==> src/rtl/uart_periph.sv <==
// Memory-mapped 8N1 UART: TXD/RXD/CON registers on the data bus, TX shifter, RX sampler
// with a 2-FF synchroniser, and a level interrupt gated by per-source enables.
module uart_periph #(
  parameter int          CLK_HZ    = 50_000_000,
  parameter int          BAUD      = 9600,
  parameter logic [31:0] BASE_ADDR = 32'h4000_0018
) (
  input  logic        clk,
  input  logic        rst_n,
  input  logic [31:0] addr,
  input  logic [31:0] wdata,
  input  logic        MemWrite,
  input  logic        MemRead,
  output logic [31:0] rdata,
  input  logic        rx,
  output logic        tx,
  output logic        irq
);

  localparam int DIV = CLK_HZ / BAUD;
  localparam int CW  = $clog2(DIV);
  localparam logic [CW-1:0] CNT_LAST = CW'(DIV - 1);
  localparam logic [CW-1:0] CNT_MID  = CW'(DIV / 2 - 1);
  localparam logic [29:0] A_TXD = BASE_ADDR[31:2];
  localparam logic [29:0] A_RXD = A_TXD + 30'd1;
  localparam logic [29:0] A_CON = A_TXD + 30'd2;

  typedef enum logic [1:0] {ST_IDLE, ST_START, ST_DATA, ST_STOP} ser_state_e;

  ser_state_e    tx_state_q, tx_state_d, rx_state_q, rx_state_d;
  logic [CW-1:0] tx_cnt_q, tx_cnt_d, rx_cnt_q, rx_cnt_d;
  logic [2:0]    tx_bit_q, tx_bit_d, rx_bit_q, rx_bit_d;
  logic [7:0]    tx_shift_q, tx_shift_d, rx_shift_q, rx_shift_d;
  logic [7:0]    txd_q, txd_d, rxd_q, rxd_d;
  logic          tx_q, tx_d, rx_s1_q, rx_s1_d, rx_s2_q, rx_s2_d;
  logic          tx_irq_en_q, tx_irq_en_d, rx_irq_en_q, rx_irq_en_d;
  logic          rx_valid_q, rx_valid_d, tx_done_q, tx_done_d;
  logic          overrun_q, overrun_d, frame_err_q, frame_err_d;
  logic          irq_q, irq_d;
  logic          tx_start, tx_end, rx_good, rx_bad, tx_busy;
  logic [31:0]   con_val;

  logic hit_txd, hit_rxd, hit_con;
  logic wr_txd, wr_con, rd_rxd, rd_con;
  logic unused_bits;

  assign hit_txd = (addr[31:2] == A_TXD);
  assign hit_rxd = (addr[31:2] == A_RXD);
  assign hit_con = (addr[31:2] == A_CON);
  assign wr_txd  = MemWrite & hit_txd;
  assign wr_con  = MemWrite & hit_con;
  assign rd_rxd  = MemRead & hit_rxd;
  assign rd_con  = MemRead & hit_con;
  assign unused_bits = ^{addr[1:0], wdata[31:8]};

  assign tx_busy = (tx_state_q != ST_IDLE);
  assign con_val = {25'b0, frame_err_q, overrun_q, tx_busy, tx_done_q,
                    rx_valid_q, rx_irq_en_q, tx_irq_en_q};

  // Reads always show pre-edge register state, even when a write lands in the same cycle.
  always_comb begin
    rdata = 32'b0;
    if (MemRead) begin
      if (hit_txd)      rdata = {24'b0, txd_q};
      else if (hit_rxd) rdata = {24'b0, rxd_q};
      else if (hit_con) rdata = con_val;
    end
  end

  always_comb begin
    tx_state_d = tx_state_q;
    tx_cnt_d   = tx_cnt_q;
    tx_bit_d   = tx_bit_q;
    tx_shift_d = tx_shift_q;
    tx_d       = tx_q;
    txd_d      = txd_q;
    tx_start   = 1'b0;
    tx_end     = 1'b0;
    case (tx_state_q)
      ST_IDLE: tx_start = wr_txd;
      ST_START: begin
        if (tx_cnt_q == CNT_LAST) begin
          tx_state_d = ST_DATA;
          tx_cnt_d   = '0;
          tx_bit_d   = 3'd0;
          tx_d       = tx_shift_q[0];
        end else begin
          tx_cnt_d = tx_cnt_q + CW'(1);
        end
      end
      ST_DATA: begin
        if (tx_cnt_q == CNT_LAST) begin
          tx_cnt_d = '0;
          if (tx_bit_q == 3'd7) begin
            tx_state_d = ST_STOP;
            tx_d       = 1'b1;
          end else begin
            tx_bit_d   = tx_bit_q + 3'd1;
            tx_shift_d = {1'b0, tx_shift_q[7:1]};
            tx_d       = tx_shift_q[1];
          end
        end else begin
          tx_cnt_d = tx_cnt_q + CW'(1);
        end
      end
      default: begin
        if (tx_cnt_q == CNT_LAST) begin
          tx_end     = 1'b1;
          tx_state_d = ST_IDLE;
          tx_start   = wr_txd;
        end else begin
          tx_cnt_d = tx_cnt_q + CW'(1);
        end
      end
    endcase
    // A write on the last stop clock chains straight into the next start bit.
    if (tx_start) begin
      tx_state_d = ST_START;
      tx_cnt_d   = '0;
      tx_d       = 1'b0;
      tx_shift_d = wdata[7:0];
      txd_d      = wdata[7:0];
    end
  end

  always_comb begin
    rx_s1_d    = rx;
    rx_s2_d    = rx_s1_q;
    rx_state_d = rx_state_q;
    rx_cnt_d   = rx_cnt_q;
    rx_bit_d   = rx_bit_q;
    rx_shift_d = rx_shift_q;
    rx_good    = 1'b0;
    rx_bad     = 1'b0;
    case (rx_state_q)
      ST_IDLE: begin
        if (!rx_s2_q) begin
          rx_state_d = ST_START;
          rx_cnt_d   = '0;
        end
      end
      ST_START: begin
        if (rx_cnt_q == CNT_MID) begin
          rx_cnt_d   = '0;
          rx_bit_d   = 3'd0;
          rx_state_d = rx_s2_q ? ST_IDLE : ST_DATA;
        end else begin
          rx_cnt_d = rx_cnt_q + CW'(1);
        end
      end
      ST_DATA: begin
        if (rx_cnt_q == CNT_LAST) begin
          rx_cnt_d   = '0;
          rx_shift_d = {rx_s2_q, rx_shift_q[7:1]};
          if (rx_bit_q == 3'd7) rx_state_d = ST_STOP;
          else                  rx_bit_d   = rx_bit_q + 3'd1;
        end else begin
          rx_cnt_d = rx_cnt_q + CW'(1);
        end
      end
      default: begin
        if (rx_cnt_q == CNT_LAST) begin
          rx_state_d = ST_IDLE;
          rx_good    = rx_s2_q;
          rx_bad     = !rx_s2_q;
        end else begin
          rx_cnt_d = rx_cnt_q + CW'(1);
        end
      end
    endcase
  end

  // Flag updates: clears first, sets after, so a set in the same cycle wins.
  always_comb begin
    tx_irq_en_d = wr_con ? wdata[0] : tx_irq_en_q;
    rx_irq_en_d = wr_con ? wdata[1] : rx_irq_en_q;
    rxd_d       = rx_good ? rx_shift_q : rxd_q;
    tx_done_d   = tx_done_q;
    rx_valid_d  = rx_valid_q;
    overrun_d   = overrun_q;
    frame_err_d = frame_err_q;
    if (wr_txd | rd_con) tx_done_d = 1'b0;
    if (rd_rxd)          rx_valid_d = 1'b0;
    if (rd_con) begin
      overrun_d   = 1'b0;
      frame_err_d = 1'b0;
    end
    if (tx_end)                 tx_done_d   = 1'b1;
    if (rx_good)                rx_valid_d  = 1'b1;
    if (rx_good && rx_valid_q)  overrun_d   = 1'b1;
    if (rx_bad)                 frame_err_d = 1'b1;
    irq_d = (tx_irq_en_d & tx_done_d) | (rx_irq_en_d & rx_valid_d);
  end

  always_ff @(posedge clk) begin
    if (!rst_n) begin
      tx_state_q  <= ST_IDLE;
      tx_cnt_q    <= '0;
      tx_bit_q    <= 3'd0;
      tx_shift_q  <= 8'd0;
      tx_q        <= 1'b1;
      txd_q       <= 8'd0;
      rx_s1_q     <= 1'b1;
      rx_s2_q     <= 1'b1;
      rx_state_q  <= ST_IDLE;
      rx_cnt_q    <= '0;
      rx_bit_q    <= 3'd0;
      rx_shift_q  <= 8'd0;
      rxd_q       <= 8'd0;
      tx_irq_en_q <= 1'b0;
      rx_irq_en_q <= 1'b0;
      rx_valid_q  <= 1'b0;
      tx_done_q   <= 1'b0;
      overrun_q   <= 1'b0;
      frame_err_q <= 1'b0;
      irq_q       <= 1'b0;
    end else begin
      tx_state_q  <= tx_state_d;
      tx_cnt_q    <= tx_cnt_d;
      tx_bit_q    <= tx_bit_d;
      tx_shift_q  <= tx_shift_d;
      tx_q        <= tx_d;
      txd_q       <= txd_d;
      rx_s1_q     <= rx_s1_d;
      rx_s2_q     <= rx_s2_d;
      rx_state_q  <= rx_state_d;
      rx_cnt_q    <= rx_cnt_d;
      rx_bit_q    <= rx_bit_d;
      rx_shift_q  <= rx_shift_d;
      rxd_q       <= rxd_d;
      tx_irq_en_q <= tx_irq_en_d;
      rx_irq_en_q <= rx_irq_en_d;
      rx_valid_q  <= rx_valid_d;
      tx_done_q   <= tx_done_d;
      overrun_q   <= overrun_d;
      frame_err_q <= frame_err_d;
      irq_q       <= irq_d;
    end
  end

  assign tx  = tx_q;
  assign irq = irq_q;

endmodule

==> config.mk <==
export PLATFORM = sky130hd
export DESIGN_NAME = uart_periph
export DESIGN_NICKNAME = d
export VERILOG_FILES = /design/src/rtl/uart_periph.sv
export SDC_FILE = /design/constraint.sdc
export NUM_CORES = 1
export LEC_CHECK = 0
export ABC_AREA = 1
export CORE_MARGIN = 4
export CORE_UTILIZATION = 47
export CTS_BUF_LIST = sky130_fd_sc_hd__clkbuf_2
export CTS_CLUSTER_SIZE = 40
export DETAILED_ROUTE_END_ITERATION = 12
export PLACE_DENSITY_LB_ADDON = 0.05
export SYNTH_ARGS = -nofsm -noshare
export SYNTH_HDL_FRONTEND = slang
export SYNTH_SLANG_ARGS = --single-unit
==> constraint.sdc <==
create_clock -name clk -period 1.8 [get_ports clk]
set_clock_uncertainty 0.1 [all_clocks]
set_input_delay 0.27 -clock clk [delete_from_list [all_inputs] [get_ports clk]]
set_output_delay 0.27 -clock clk [all_outputs]
set_load 0.02 [all_outputs]
==> metrics.md <==
| Metric | Value |
|---|---|
| Status | finished with violations |
| Failing checks | setup timing |
| Multi-input logic area | 2940 sq um |
| Startpoint types | register |
| Die Ht | 106 um |
| # setup viols final | 37 |
| Power per Cell Area | 571 nW/um^2 |
| Core area | 9330 sq um |
| Sequential share of the synthesized area | 0.343 |
| Share of layout cells above drive strength 1 | 0.354 |
| WP data required | 1.43 ns |
| Initial Utilization | 0.488 |
| Die Area | 11,300 sq um |
| Setup TNS | -2.38 ns |
| DRT iter0 DRCs | 195 |
| Number of port buffers | 52 |
| First-pass GRT wire length | 21,500 um |
| Cells on worst reg2reg path | 11 |
| CTS HTree Levels | 3 |
| Slowest stage delay, CP | 0.39 ns |
| Number of global-route vias before repair | 4,744 |
| Syn Inst Count | 691 |
| Hold buffer count at cts | 0 |
| Hold Fails Final Rpt | 0 |
| Clock buffer count from CTS | 9 |
| Via count | 4,923 |
| Maximum clock insertion buffer count | 2 |
| N_diodes | 0 |
| Synth Area per Inst | 6.59 sq um |
| Fin crit share | 1.10 |
| Setup WS post-layout | -0.176 ns |
| Clk root buf | clkbuf_2 |
| MaxCap Viol Count | 0 |
| Rows | 35 |
| Ys Warns | 0 |
| Fraction of registers with async set/reset | 0 |
| Cell Count, Final, Fillers Out | 980 |
| Cell Area, Synth | 4550 sq um |
| Hold/Removal Path Class | primary input to register |
| Critical path type | register to output port |
| Storage cell area | 1570 sq um |
| Fin util | 0.702 |
| Reg-to-reg slack, setup | -0.10 ns |
| Final ANT Viol Nets | 0 |
| Fmax | 0.506 GHz |
| CP cell instances | inv_2 > ha_4 > inv_4 > nand3_2 > nand3_2 > o211ai_1 > inv_1 > buf_6 |
| Most used cell, CP | nand3_2 |
| Post-synth EDFFs | 0 |
| Reg2reg start | tx_state_q[1] |
| Critical path's slowest cell | dfxtp_2 |
| Routability cong. | 0.911 |
| Layout Nets | 926 |
| Pin count of the biggest net entering global routing | 23 |
| DRT Wirelength | 13,300 um |
| Overflow after GRT | 0 |
| Fillcell total | 783 |
| IO Pins | 103 |
| Antenna violations before repair | 0 |
| CTS tree | built |
| Top FF cell, synth | dfxtp_1 |
| CP endpoint kind | output port |
| Reg2reg end | txd_q[3] |
| RSZ-0062 raised after global routing | true |
| Total global-route track usage | 0.231 |
| Drt pass-1 iters | 5 |
| Worst IR Drop VDD | 0.405 mV |
| Static Leak | 2.87 nW |
| DP HPWL | 9060 um |
| Top post-synthesis cells by area | dfxtp_1, nand2_1, nor2_1 |
| Biggest area consumer among synthesized cells | dfxtp_1 |
| Top cell type's share of synthesized area | 0.343 |
| Vias per std cell | 5.02 |
| Crit path launch | tx_state_q[1] |
| Clk Latency, worst-skew pair | 0.53 ns |
| Arr. time, crit path | 1.61 ns |
| DRC | 0 |
| Clk pin slew, worst setup/hold paths | 0.24 ns |
| #FFs+latches synth | 78 |
| Placed cells | 916 |
| # clock sinks | 78 |
| Area Growth Syn to Fin | 43.7% |
| Fin. max-slew vios | 0 |
| Hold WS | 0.184 ns |
| Die W | 106 um |
| Critical path peak fanout | 2 |
| Synth unique cells | 39 |
| Crit path time final | 1.98 ns |
| Wirelength per Cell | 13.6 um |
| CP endpoint | rdata[4] |
-- cells in the final DEF (no fill, tap or decap), drive strengths merged, types with 2 or more instances in the layout --
| cell type | synthesis | routed |
|---|---|---|
| nand2 | 163 | 163 |
| a21oi | 45 | 45 |
| nand4 | 21 | 21 |
| xor2 | 6 | 6 |
| dfxtp | 78 | 78 |
| nor3 | 13 | 13 |
| o211ai | 9 | 9 |
| o21ai | 38 | 38 |
| dlygate4sd2 | 0 | 2 |
| clkdlybuf4s50 | 0 | 12 |
| clkdlybuf4s15 | 0 | 7 |
| buf | 30 | 135 |
| nand3b | 2 | 2 |
| conb | 1 | 24 |
| nor2 | 105 | 105 |
| nor3b | 2 | 2 |
| or2 | 8 | 8 |
| inv | 90 | 92 |
| a31oi | 2 | 2 |
| nand3 | 55 | 55 |
| clkinvlp | 0 | 2 |
| clkinv | 1 | 2 |
| ha | 11 | 11 |
| clkbuf | 7 | 12 |
-- synth_stat cells, types with 2 or more instances --
master and n:
nand3_2 2, a21oi_1 45, inv_1 85, nand2_2 5, ha_1 11, buf_4 27
dfxtp_1 78, nor3b_1 2, xor2_1 6, nand2_1 157, nor3_1 12, nand3_1 51
nor2_1 94, nor2_4 4, clkbuf_1 7, o21ai_1 9, inv_2 5, nor2_2 7
nand3_4 2, o21ai_0 28, o211ai_1 9, or2_2 7, a31oi_1 2, nand4_1 21
-- state kept, by name, summed over array words and instances (netlist names), 2 cells and up --
register,flops
tx_bit_q,3
rxd_q,8
rx_shift_q,8
rx_bit_q,3
txd_q,8
tx_state_q,2
tx_cnt_q,13
tx_shift_q,8
rx_cnt_q,13
rx_state_q,2
-- layout make-up --
cell class / count / area share
clock buffers: 11 / 0.00841
clock inverters: 5 / 0.00899
inverters: 91 / 0.0564
multi-input cells: 508 / 0.449
flip-flops and latches: 78 / 0.240
well taps: 129 / 0.0247
repair buffers: 157 / 0.211
repair inverters: 1 / 0.00172
-- worst min path at each step --
stage / start / to / cells past startpoint
after floorplan: rx / rx_s1_q / 1
after global placement: rx_s1_q / rx_s2_q / 1
after detailed placement: rx_s1_q / rx_s2_q / 1
after CTS: addr[28] / tx_irq_en_q / 10
after global routing: rx / rx_s1_q / 2
final: rx / rx_s1_q / 2
-- cell families (layout without fill, tap and decap cells) --
kind of cell	Yosys count	in the layout	synth area share
compound gates	98	98	0.116
simple gates	369	369	0.369
xor+xnor	6	6	0.0115
other cells	1	24	0.000824
flops	78	78	0.343
buf+inv	128	265	0.130
fa+ha+maj	11	11	0.0302
-- power breakdown --
group | switching (mW) | internal [mW]
registers | 0.0612 | 1.80
clock network | 0.649 | 0.334
logic | 0.503 | 0.393
-- per-layer routing --
| layer | share of wire | GRT usage | vias to the layer above |
|---|---|---|---|
| li1 | - | - | 2491 |
| met1 | 0.44 | 0.282 | 2275 |
| met2 | 0.49 | 0.403 | 136 |
| met3 | 0.050 | 0.0534 | 21 |
| met4 | 0.017 | 0.0703 | 0 |
| met5 | 0 | 0 | - |
-- metrics by stage --
step / setup WS [ns] / cell area (sq um) / total power, mW
6_report: -0.176 / 6540 / 3.74
5_1_grt: -0.365 / 6540 / 3.95
4_1_cts: -0.215 / 6100 / 3.55
3_5_place_dp: -0.992 / 5530 / 2.52
3_3_place_gp: -0.926 / 5530 / 2.50
2_1_floorplan: 0.0111 / 4640 / 2.30
-- worst max-delay path, delay by kind of cell, from the launching register on --
family | cells | cell delay (ns)
buffers and inverters | 4 | 0.30
adders and majority gates | 1 | 0.16
and+or+nand+nor | 2 | 0.14
DFF | 1 | 0.39
AOI/OAI and AO/OA | 1 | 0.08
-- what timing repair did --
action | in CTS | in global routing
pin swaps | 49 | 50
gates cloned | 1 | 2
endpoints found under the setup margin | 56 | 80
hold endpoints to repair | 0 | 0
setup buffers | 40 | 11
resized for setup | 219 | 103
No activity file was read; power rests on OpenSTA's default activity.
